## src/rtl/state_sequencer_if.sv

```systemverilog
`default_nettype none
// ============================================================================
// Module      : state_sequencer_if
// Description : Control-unit / sequencer bundle. The master side (control unit
//               or bench) drives the request and scan/memory qualifiers; the
//               slave side (state_sequencer) returns the registered state,
//               the burst and depth counters and the status flags.
//               STATE is carried as a 3-bit code:
//               CORE=0, BRANCH=1, CACHE_LOAD=2, CACHE_SAVE=3, POP_WRITE=4.
// Revision    : 1.0 - initial release
// ============================================================================
interface state_sequencer_if #(
    parameter int CACHE_WORDS = 8,
    parameter int DEPTH_W     = 8
);
    localparam int c_BW = $clog2(CACHE_WORDS);

    logic [2:0]         state_req;
    logic               advance;
    logic               branch_dir;
    logic               scan_open;
    logic               scan_close;
    logic               mem_ready;
    logic [2:0]         state_in;
    logic [c_BW-1:0]    burst_idx;
    logic [DEPTH_W-1:0] depth;
    logic               busy;
    logic               err_overflow;
    logic               err_timeout;

    modport master (
        output state_req, advance, branch_dir, scan_open, scan_close, mem_ready,
        input  state_in, burst_idx, depth, busy, err_overflow, err_timeout
    );

    modport slave (
        input  state_req, advance, branch_dir, scan_open, scan_close, mem_ready,
        output state_in, burst_idx, depth, busy, err_overflow, err_timeout
    );
endinterface
`default_nettype wire

```

## src/rtl/state_sequencer.sv

```systemverilog
`default_nettype none
// ============================================================================
// Module      : state_sequencer
// Description : Owns the core's multi-cycle STATE register. Accepts the control
//               unit's requested next state while in CORE_S and sequences the
//               bracket-match scan (nesting depth), cache write-back/refill
//               bursts (word index + mem_ready) and the single-cycle pop write.
//               Optional feature macro: SEQ_TIMEOUT_EN enables a per-word
//               mem_ready watchdog that aborts a stalled burst.
// Revision    : 1.0 - initial release
// ============================================================================
module state_sequencer #(
    parameter int CACHE_WORDS = 8,
    parameter int DEPTH_W     = 8,
    parameter int TIMEOUT     = 255
) (
    input  wire logic         clk,
    input  wire logic         reset,
    state_sequencer_if.slave  bus
);
    localparam int c_BW = $clog2(CACHE_WORDS);
    localparam logic [c_BW-1:0]    c_LAST_IDX  = c_BW'(CACHE_WORDS - 1);
    localparam logic [DEPTH_W-1:0] c_DEPTH_MAX = {DEPTH_W{1'b1}};

    // Elaboration-time guard on the configuration.
    if (CACHE_WORDS < 2 || (CACHE_WORDS & (CACHE_WORDS - 1)) != 0 || TIMEOUT < 1) begin : g_param_check
        $error("state_sequencer: CACHE_WORDS must be a power of 2 >= 2 and TIMEOUT >= 1");
    end

    typedef enum logic [2:0] {
        CORE_S       = 3'd0,
        BRANCH_S     = 3'd1,
        CACHE_LOAD_S = 3'd2,
        CACHE_SAVE_S = 3'd3,
        POP_WRITE_S  = 3'd4
    } state_t;

    state_t             state_q,        state_d;
    logic [c_BW-1:0]    burst_idx_q,    burst_idx_d;
    logic [DEPTH_W-1:0] depth_q,        depth_d;
    logic               dir_q,          dir_d;
    logic               busy_q,         busy_d;
    logic               err_overflow_q, err_overflow_d;

`ifdef SEQ_TIMEOUT_EN
    localparam int c_WD_W = $clog2(TIMEOUT + 1);
    logic [c_WD_W-1:0]  wd_q,           wd_d;
    logic               err_timeout_q,  err_timeout_d;
`endif

    state_t w_req;
    logic   w_open_eff;
    logic   w_close_eff;
    logic   w_inc;
    logic   w_dec;

    assign w_req = state_t'(bus.state_req);

    // A backward scan walks the program in reverse, so bracket roles swap.
    assign w_open_eff  = dir_q ? bus.scan_close : bus.scan_open;
    assign w_close_eff = dir_q ? bus.scan_open  : bus.scan_close;
    assign w_inc       = w_open_eff  & ~w_close_eff;
    assign w_dec       = w_close_eff & ~w_open_eff;

    // Next-state and counter update logic.
    always_comb begin
        state_d        = state_q;
        burst_idx_d    = burst_idx_q;
        depth_d        = depth_q;
        dir_d          = dir_q;
        err_overflow_d = err_overflow_q;
`ifdef SEQ_TIMEOUT_EN
        wd_d           = '0;
        err_timeout_d  = err_timeout_q;
`endif

        case (state_q)
            CORE_S: begin
                if (bus.advance) begin
                    case (w_req)
                        BRANCH_S: begin
                            state_d = BRANCH_S;
                            depth_d = DEPTH_W'(1);
                            dir_d   = bus.branch_dir;
                        end
                        CACHE_LOAD_S, CACHE_SAVE_S: begin
                            state_d     = w_req;
                            burst_idx_d = '0;
                        end
                        POP_WRITE_S: state_d = POP_WRITE_S;
                        default:     state_d = CORE_S;
                    endcase
                end
            end

            BRANCH_S: begin
                if (bus.advance) begin
                    if (w_inc) begin
                        if (depth_q == c_DEPTH_MAX) begin
                            err_overflow_d = 1'b1;
                        end else begin
                            depth_d = depth_q + DEPTH_W'(1);
                        end
                    end else if (w_dec) begin
                        if (depth_q <= DEPTH_W'(1)) begin
                            depth_d = '0;
                            state_d = CORE_S;
                        end else begin
                            depth_d = depth_q - DEPTH_W'(1);
                        end
                    end
                end
            end

            CACHE_SAVE_S, CACHE_LOAD_S: begin
                if (bus.mem_ready) begin
                    if (burst_idx_q == c_LAST_IDX) begin
                        burst_idx_d = '0;
                        // Write-back always chains into the refill.
                        state_d     = (state_q == CACHE_SAVE_S) ? CACHE_LOAD_S : CORE_S;
                    end else begin
                        burst_idx_d = burst_idx_q + c_BW'(1);
                    end
                end
`ifdef SEQ_TIMEOUT_EN
                else if (wd_q == c_WD_W'(TIMEOUT - 1)) begin
                    state_d       = CORE_S;
                    burst_idx_d   = '0;
                    err_timeout_d = 1'b1;
                end else begin
                    wd_d = wd_q + c_WD_W'(1);
                end
`endif
            end

            POP_WRITE_S: begin
                if (bus.advance) begin
                    state_d = CORE_S;
                end
            end

            default: begin
                state_d     = CORE_S;
                burst_idx_d = '0;
                depth_d     = '0;
            end
        endcase

        busy_d = (state_d != CORE_S);
    end

    // State and counter registers with synchronous reset.
    always_ff @(posedge clk) begin
        if (reset) begin
            state_q        <= CORE_S;
            burst_idx_q    <= '0;
            depth_q        <= '0;
            dir_q          <= 1'b0;
            busy_q         <= 1'b0;
            err_overflow_q <= 1'b0;
`ifdef SEQ_TIMEOUT_EN
            wd_q           <= '0;
            err_timeout_q  <= 1'b0;
`endif
        end else begin
            state_q        <= state_d;
            burst_idx_q    <= burst_idx_d;
            depth_q        <= depth_d;
            dir_q          <= dir_d;
            busy_q         <= busy_d;
            err_overflow_q <= err_overflow_d;
`ifdef SEQ_TIMEOUT_EN
            wd_q           <= wd_d;
            err_timeout_q  <= err_timeout_d;
`endif
        end
    end

    assign bus.state_in     = state_q;
    assign bus.burst_idx    = burst_idx_q;
    assign bus.depth        = depth_q;
    assign bus.busy         = busy_q;
    assign bus.err_overflow = err_overflow_q;
`ifdef SEQ_TIMEOUT_EN
    assign bus.err_timeout  = err_timeout_q;
`else
    assign bus.err_timeout  = 1'b0;
`endif

endmodule
`default_nettype wire

```

## src/flat_wrapper.sv

```systemverilog
// flat-port wrapper written by rule: the top's interface ports become plain ports
module state_sequencer_flat 
#(
    parameter int CACHE_WORDS = 8,
    parameter int DEPTH_W     = 8,
    parameter int TIMEOUT     = 255
)
  (clk, reset, bus_state_req, bus_advance, bus_branch_dir, bus_scan_open, bus_scan_close, bus_mem_ready, bus_state_in, bus_burst_idx, bus_depth, bus_busy, bus_err_overflow, bus_err_timeout);
  state_sequencer_if #(.CACHE_WORDS(CACHE_WORDS), .DEPTH_W(DEPTH_W)) bus_i ();
  input  wire logic clk;
  input  wire logic reset;
  input wire logic [$bits(bus_i.state_req)-1:0] bus_state_req;
  input wire logic [$bits(bus_i.advance)-1:0] bus_advance;
  input wire logic [$bits(bus_i.branch_dir)-1:0] bus_branch_dir;
  input wire logic [$bits(bus_i.scan_open)-1:0] bus_scan_open;
  input wire logic [$bits(bus_i.scan_close)-1:0] bus_scan_close;
  input wire logic [$bits(bus_i.mem_ready)-1:0] bus_mem_ready;
  output wire logic [$bits(bus_i.state_in)-1:0] bus_state_in;
  output wire logic [$bits(bus_i.burst_idx)-1:0] bus_burst_idx;
  output wire logic [$bits(bus_i.depth)-1:0] bus_depth;
  output wire logic [$bits(bus_i.busy)-1:0] bus_busy;
  output wire logic [$bits(bus_i.err_overflow)-1:0] bus_err_overflow;
  output wire logic [$bits(bus_i.err_timeout)-1:0] bus_err_timeout;
  assign bus_i.state_req = bus_state_req;
  assign bus_i.advance = bus_advance;
  assign bus_i.branch_dir = bus_branch_dir;
  assign bus_i.scan_open = bus_scan_open;
  assign bus_i.scan_close = bus_scan_close;
  assign bus_i.mem_ready = bus_mem_ready;
  assign bus_state_in = bus_i.state_in;
  assign bus_burst_idx = bus_i.burst_idx;
  assign bus_depth = bus_i.depth;
  assign bus_busy = bus_i.busy;
  assign bus_err_overflow = bus_i.err_overflow;
  assign bus_err_timeout = bus_i.err_timeout;
  state_sequencer #(.CACHE_WORDS(CACHE_WORDS), .DEPTH_W(DEPTH_W), .TIMEOUT(TIMEOUT)) u_core (.clk(clk), .reset(reset), .bus(bus_i));
endmodule
```

## config.mk

```make
export PLATFORM = sky130hd
export DESIGN_NAME = state_sequencer_flat
export DESIGN_NICKNAME = d
export VERILOG_FILES = /design/src/rtl/state_sequencer_if.sv /design/src/rtl/state_sequencer.sv /design/src/flat_wrapper.sv
export SDC_FILE = /design/constraint.sdc
export NUM_CORES = 1
export LEC_CHECK = 0
export CORE_UTILIZATION = 40
export CTS_BUF_LIST = sky130_fd_sc_hd__clkbuf_4 sky130_fd_sc_hd__clkbuf_8
export CTS_CLUSTER_DIAMETER = 60
export DETAILED_ROUTE_END_ITERATION = 8
export GPL_ROUTABILITY_DRIVEN = 0
export HOLD_SLACK_MARGIN = 0.15
export SYNTH_ARGS = -nofsm -noshare
export SYNTH_HDL_FRONTEND = slang
export SYNTH_SLANG_ARGS = --single-unit
```

## constraint.sdc

```tcl
create_clock -name clk -period 2.31 [get_ports clk]
set_input_delay 0.5775 -clock clk [delete_from_list [all_inputs] [get_ports clk]]
set_output_delay 0.5775 -clock clk [all_outputs]
set_load 0.005 [all_outputs]
```

# Word-level counts from Yosys, hierarchy flattened

Index checks and enable logic that the tools add are counted.

Register bits after elaboration: 17

$add $sub $neg: 3
Reductions and logical operators: 10
Multiplexer cells: 26
Bitwise gates (word level): 6
Equality and inequality tests: 17
$lt $le $gt $ge: 1

Operator list:

| cell                | number |
|---|---|
| $mux 8              | 7 |
| $mux 3              | 12 |
| $pmux 8 s3          | 1 |
| $pmux 3 s3          | 2 |
| $eq 3x2->1 const B  | 4 |
| $pmux 3 s4          | 1 |
| $ne 2x2->1 const B  | 5 |
| $eq 3x3->1 const B  | 3 |
| $add 8x1->8 const B | 1 |
| $eq 8x8->1 const B  | 1 |
| $le 8x1->1 const B  | 1 |
| $reduce_and 4->1    | 2 |
| $sub 8x1->8 const B | 1 |
| $eq 3x1->1 const B  | 2 |
| $reduce_and 6->1    | 1 |
| $reduce_or 2->1     | 3 |
| $not 1->1           | 4 |
| $add 3x1->3 const B | 1 |
| $logic_not 3->1     | 1 |
| $ne 3x1->1 const B  | 1 |
| $ne 3x3->1 const B  | 1 |
| $reduce_and 3->1    | 1 |
| $reduce_bool 3->1   | 1 |
| $reduce_or 3->1     | 1 |
| other kinds (3)     | 5 |

# Logic depth before layout (Yosys ltp)

Depth in word-level cells: 8
Mapped depth: 7

# Worst setup path before layout

No wires, ideal clock.

Path type: input to register
Start: in bus_scan_close
End: reg u_core.depth_q[5], in the netlist u_core.bus.depth[5]
Data arrival time: 1.826 ns
Library setup time: 0.117 ns
Buffers on the path: 0
Data required time: 2.193 ns
Stages: 5
Slack: 0.367 ns
Path through: or3b_4 a2111oi_0 a211o_2 o21ai_1 a22o_1

Word-level cells in the longest chain between the ends: 6
Elaborated cells between the ends (all ways): 12
Those cells by class: eq/ne (2); mux (5); bitwise (4); reduce/logical (1)

RTL lines:

| what                 | line                   | source |
|---|---|---|
| start, declared      | flat_wrapper.sv:16     | `input wire logic [$bits(bus_i.scan_close)-1:0] bus_scan_close;` |
| $mux 1               | state_sequencer.sv:61  | `assign w_close_eff = dir_q ? bus.scan_open : bus.scan_close;` |
| $not 1->1            | state_sequencer.sv:62  | `assign w_inc = w_open_eff & ~w_close_eff;` |
| $and 1x1->1          | state_sequencer.sv:62  |  |
| $mux 8               | state_sequencer.sv:98  | `if (w_inc) begin` |
| $mux 8               | state_sequencer.sv:97  | `if (bus.advance) begin` |
| $pmux 8 s3           | state_sequencer.sv:77  | `case (state_q)` |
| end signal, assigned | state_sequencer.sv:168 | `depth_q <= depth_d;` |
| end, declared        | state_sequencer.sv:40  | `logic [DEPTH_W-1:0] depth_q, depth_d;` |

Several ways; a longest one is shown, not always the timed one. The select of a mux whose other input is x is not followed.
A chain may end at the register's enable or synchronous reset.

# Final worst setup path

Start: in bus_scan_open
End: reg u_core.depth_q[5], in the netlist u_core.bus.depth[5]

Word-level cells in the longest chain between the ends: 6
Elaborated cells between the ends (all ways): 12
Those cells by class: eq/ne (2); mux (5); bitwise (4); reduce/logical (1)

RTL lines:

| what            | line                  | source |
|---|---|---|
| start, declared | flat_wrapper.sv:15    | `input wire logic [$bits(bus_i.scan_open)-1:0] bus_scan_open;` |
| $mux 1          | state_sequencer.sv:61 |  |
| $not 1->1       | state_sequencer.sv:62 |  |
| $and 1x1->1     | state_sequencer.sv:62 |  |
| $mux 8          | state_sequencer.sv:98 |  |
| $mux 8          | state_sequencer.sv:97 |  |
| $pmux 8 s3      | state_sequencer.sv:77 |  |

Several ways; a longest one is shown, not always the timed one. The select of a mux whose other input is x is not followed.

==> results.toml <==
[floorplan]
std_cell_rows = 20
start_util = 0.425
die_w_um = 59.4
die_h_um = 59.4
pin_count = 27
die_area_um2 = 3530
coreArea_um2 = 3100

[timing]
holdWs_ns = 0.519
fin_crit_sh = 0.923
hold_viol_final = 0
clock-skew-final_ns = 0.00392
fmaxAchievable_mhz = 469
finalSetupViolations = 0
fin_ws_ns = 0.177
fin_crit_ns = 2.13
slew_violations = 0
rsz0062_at_grt = "no"

[power_and_ir_drop]
ir_worst_vdd_v = 0.000216
powerDensity_nw_per_um2 = 374
finalPower_mw = 0.653
p_leak_nw = 0.645

[clock_tree]
worstSkewPairLatency_ns = 0.31
cts.path.max_buffers = 2
ctsHoldBuffers = 0
cts_resized = 0
clkSlewWorstSetupHoldPaths_ns = 0.11
htree_levels = 1
postCtsSetupBuffers = 0
clock_sinks = 17
cts_tree = "yes"
cts-root-buf = "clkbuf_4"
cts_buffers = 3

[cells_and_area]
nFillCells = 322
multiInputGateArea_um2 = 883
final_nets = 220
synthToLayoutAreaGrowth_pct = 32.4
diodes = 0
drive_above_1_share = 0.186
fin_area_um2 = 1750
seqCellArea_um2 = 340

[global_routing]
antenna_found_initial = 0
grt_pass1_vias = 1270
grt_overflow_total = 0
grtUsageTotal = 0.230
grt_first_pass_wirelength_mm = 6.09
grt_max_degree = 14

[place]
post-place-ws_ns = -0.174
io_buffers = 25
hpwlAfterDp_mm = 2.87
dpl_cell_area_um2 = 1720

[flow_run]
drv_cap = 0

[worst_setup_path]
crit_path_end_kind = "register"
crit_chain = "clkdlybuf4s50_1 -> or3b_4 -> a2111oi_0 -> buf_4 -> a211o_2 -> o21ai_1 -> a22o_1"
crit_slowest_cell = "clkdlybuf4s50_1"
slowest_delay_ns = 0.48
worstSetupPathType = "primary input to register"
cp.arrival_ns = 2.35
cp_max_fo = 3
critPathLaunchType = "primary input"
worstPathRequired_ns = 2.53

[yosys]
yosys-top-cells-area = "dfxtp_1 26%, ha_1 4.7%, a21oi_1 3.8%, nor2_1 3.7%, nand3_1 2.7%"
synth.most_common_cell = "dfxtp_1"
synthCells = 162
synth-edff-count = 0
synthArstFlopShare = 0
ys_types = 53
synthFlopType = "dfxtp_1"
syn_area_um2 = 1320
synth_top_area_cell = "dfxtp_1"
synth_top_area_share = 0.258
yosysWarnings = 0
synth_nets = 177
synth_seq_area_share = 0.258
synthTopCellsByCount = "17 x dfxtp_1, 13 x nor2_1, 10 x a21oi_1"
yosys_register_bits = 17
syn_area_per_cell_um2 = 8.14

[route]
initialDrtViolationCount = 85
wl_per_cell_um = 15.4
dr.pass1.iters = 4
wirelength_mm = 3.81
drc_errors = 0
via_per_inst = 5.83
num_vias = 1446
drtAntennaViolNets = 0

[hold_path]
hold_class = "register to register"

[status]
status = "finished clean"
final timing paths:
check                                                           from                                   end  slack (ns)  cells past startpoint
worst max register to register      u_core.bus.depth[0]$_SDFFE_PP0P_      u_core.bus.depth[4]$_SDFFE_PP0P_        0.30                      7
worst max-delay path                                   bus_scan_open      u_core.bus.depth[5]$_SDFFE_PP0P_        0.18                      7
worst min register to register  u_core.bus.err_overflow$_SDFFE_PP0P_  u_core.bus.err_overflow$_SDFFE_PP0P_        0.52                      2
worst min-delay path            u_core.bus.err_overflow$_SDFFE_PP0P_  u_core.bus.err_overflow$_SDFFE_PP0P_        0.52                      2
final cells by class:
type | instances | area share
Sequential cell | 17 | 0.195
Multi-Input combinational cell | 130 | 0.506
Inverter | 6 | 0.0129
Clock buffer | 3 | 0.0129
Tap cell | 44 | 0.0315
Timing Repair Buffer | 47 | 0.238
Clock inverter | 1 | 0.00430
power breakdown:
| group | switching, mW | internal (mW) | leakage [nW] |
|---|---|---|---|
| Sequential | 0.00993 | 0.300 | 0.138 |
| Clock | 0.113 | 0.0663 | 0.0139 |
| Combinational | 0.0809 | 0.0824 | 0.493 |
| Total | 0.204 | 0.449 | 0.645 |
routing by layer:
metal / routed length, um / up-vias / share of wire / track usage
met5: 0 / - / 0 / 0
met4: 61 / 0 / 0.016 / 0.0952
met3: 335 / 5 / 0.088 / 0.0218
met2: 1640 / 67 / 0.43 / 0.331
met1: 1780 / 665 / 0.47 / 0.344
li1: - / 709 / - / -
layout by cell type, fill, tap and decap left out, drive strengths merged, types with 4 or more instances in the layout:
cell           Yosys  final
clkdlybuf4s50      0     25
buf                8     22
dfxtp             17     17
nor2              13     13
a21oi             10     10
nand2              8      8
o21ai              8      8
nand3              7      7
inv                6      6
nor3               6      6
ha                 5      5
nor2b              4      4
or3                4      4
a31oi              4      4
o211ai             4      4
and2               4      4
per-stage QoR:
step / setup TNS, ns / utilization / cells
after floorplan: 0 / - / 162
after global placement: -0.304 / 0.553 / 244
after detailed placement: -0.506 / 0.553 / 244
after CTS: 0 / 0.563 / 248
after global routing: 0 / 0.563 / 248
final: 0 / 0.563 / 248
flip-flops by register name, summed over array words and instances (netlist names):
name,cells
u_core.dir_q,1
u_core.bus.burst_idx,3
u_core.bus.state_in,3
u_core.bus.depth,8
u_core.bus.err_overflow,1
u_core.bus.busy,1
cell families (layout without fill, tap and decap cells):
group / after synthesis / count (layout) / share of synthesized area
simple gates: 67 / 67 / 0.283
compound gates: 54 / 54 / 0.314
fa+ha+maj: 5 / 5 / 0.0474
mux: 3 / 3 / 0.0228
buf+inv: 15 / 57 / 0.0721
flops: 17 / 17 / 0.258
other cells: 1 / 1 / 0.00284
critical path: cells and delay by family:
family / cells / cell delay (ns)
compound gates: 4 / 0.73
simple gates: 1 / 0.39
buf+inv: 2 / 0.66
No activity file was read; power rests on OpenSTA's default activity.
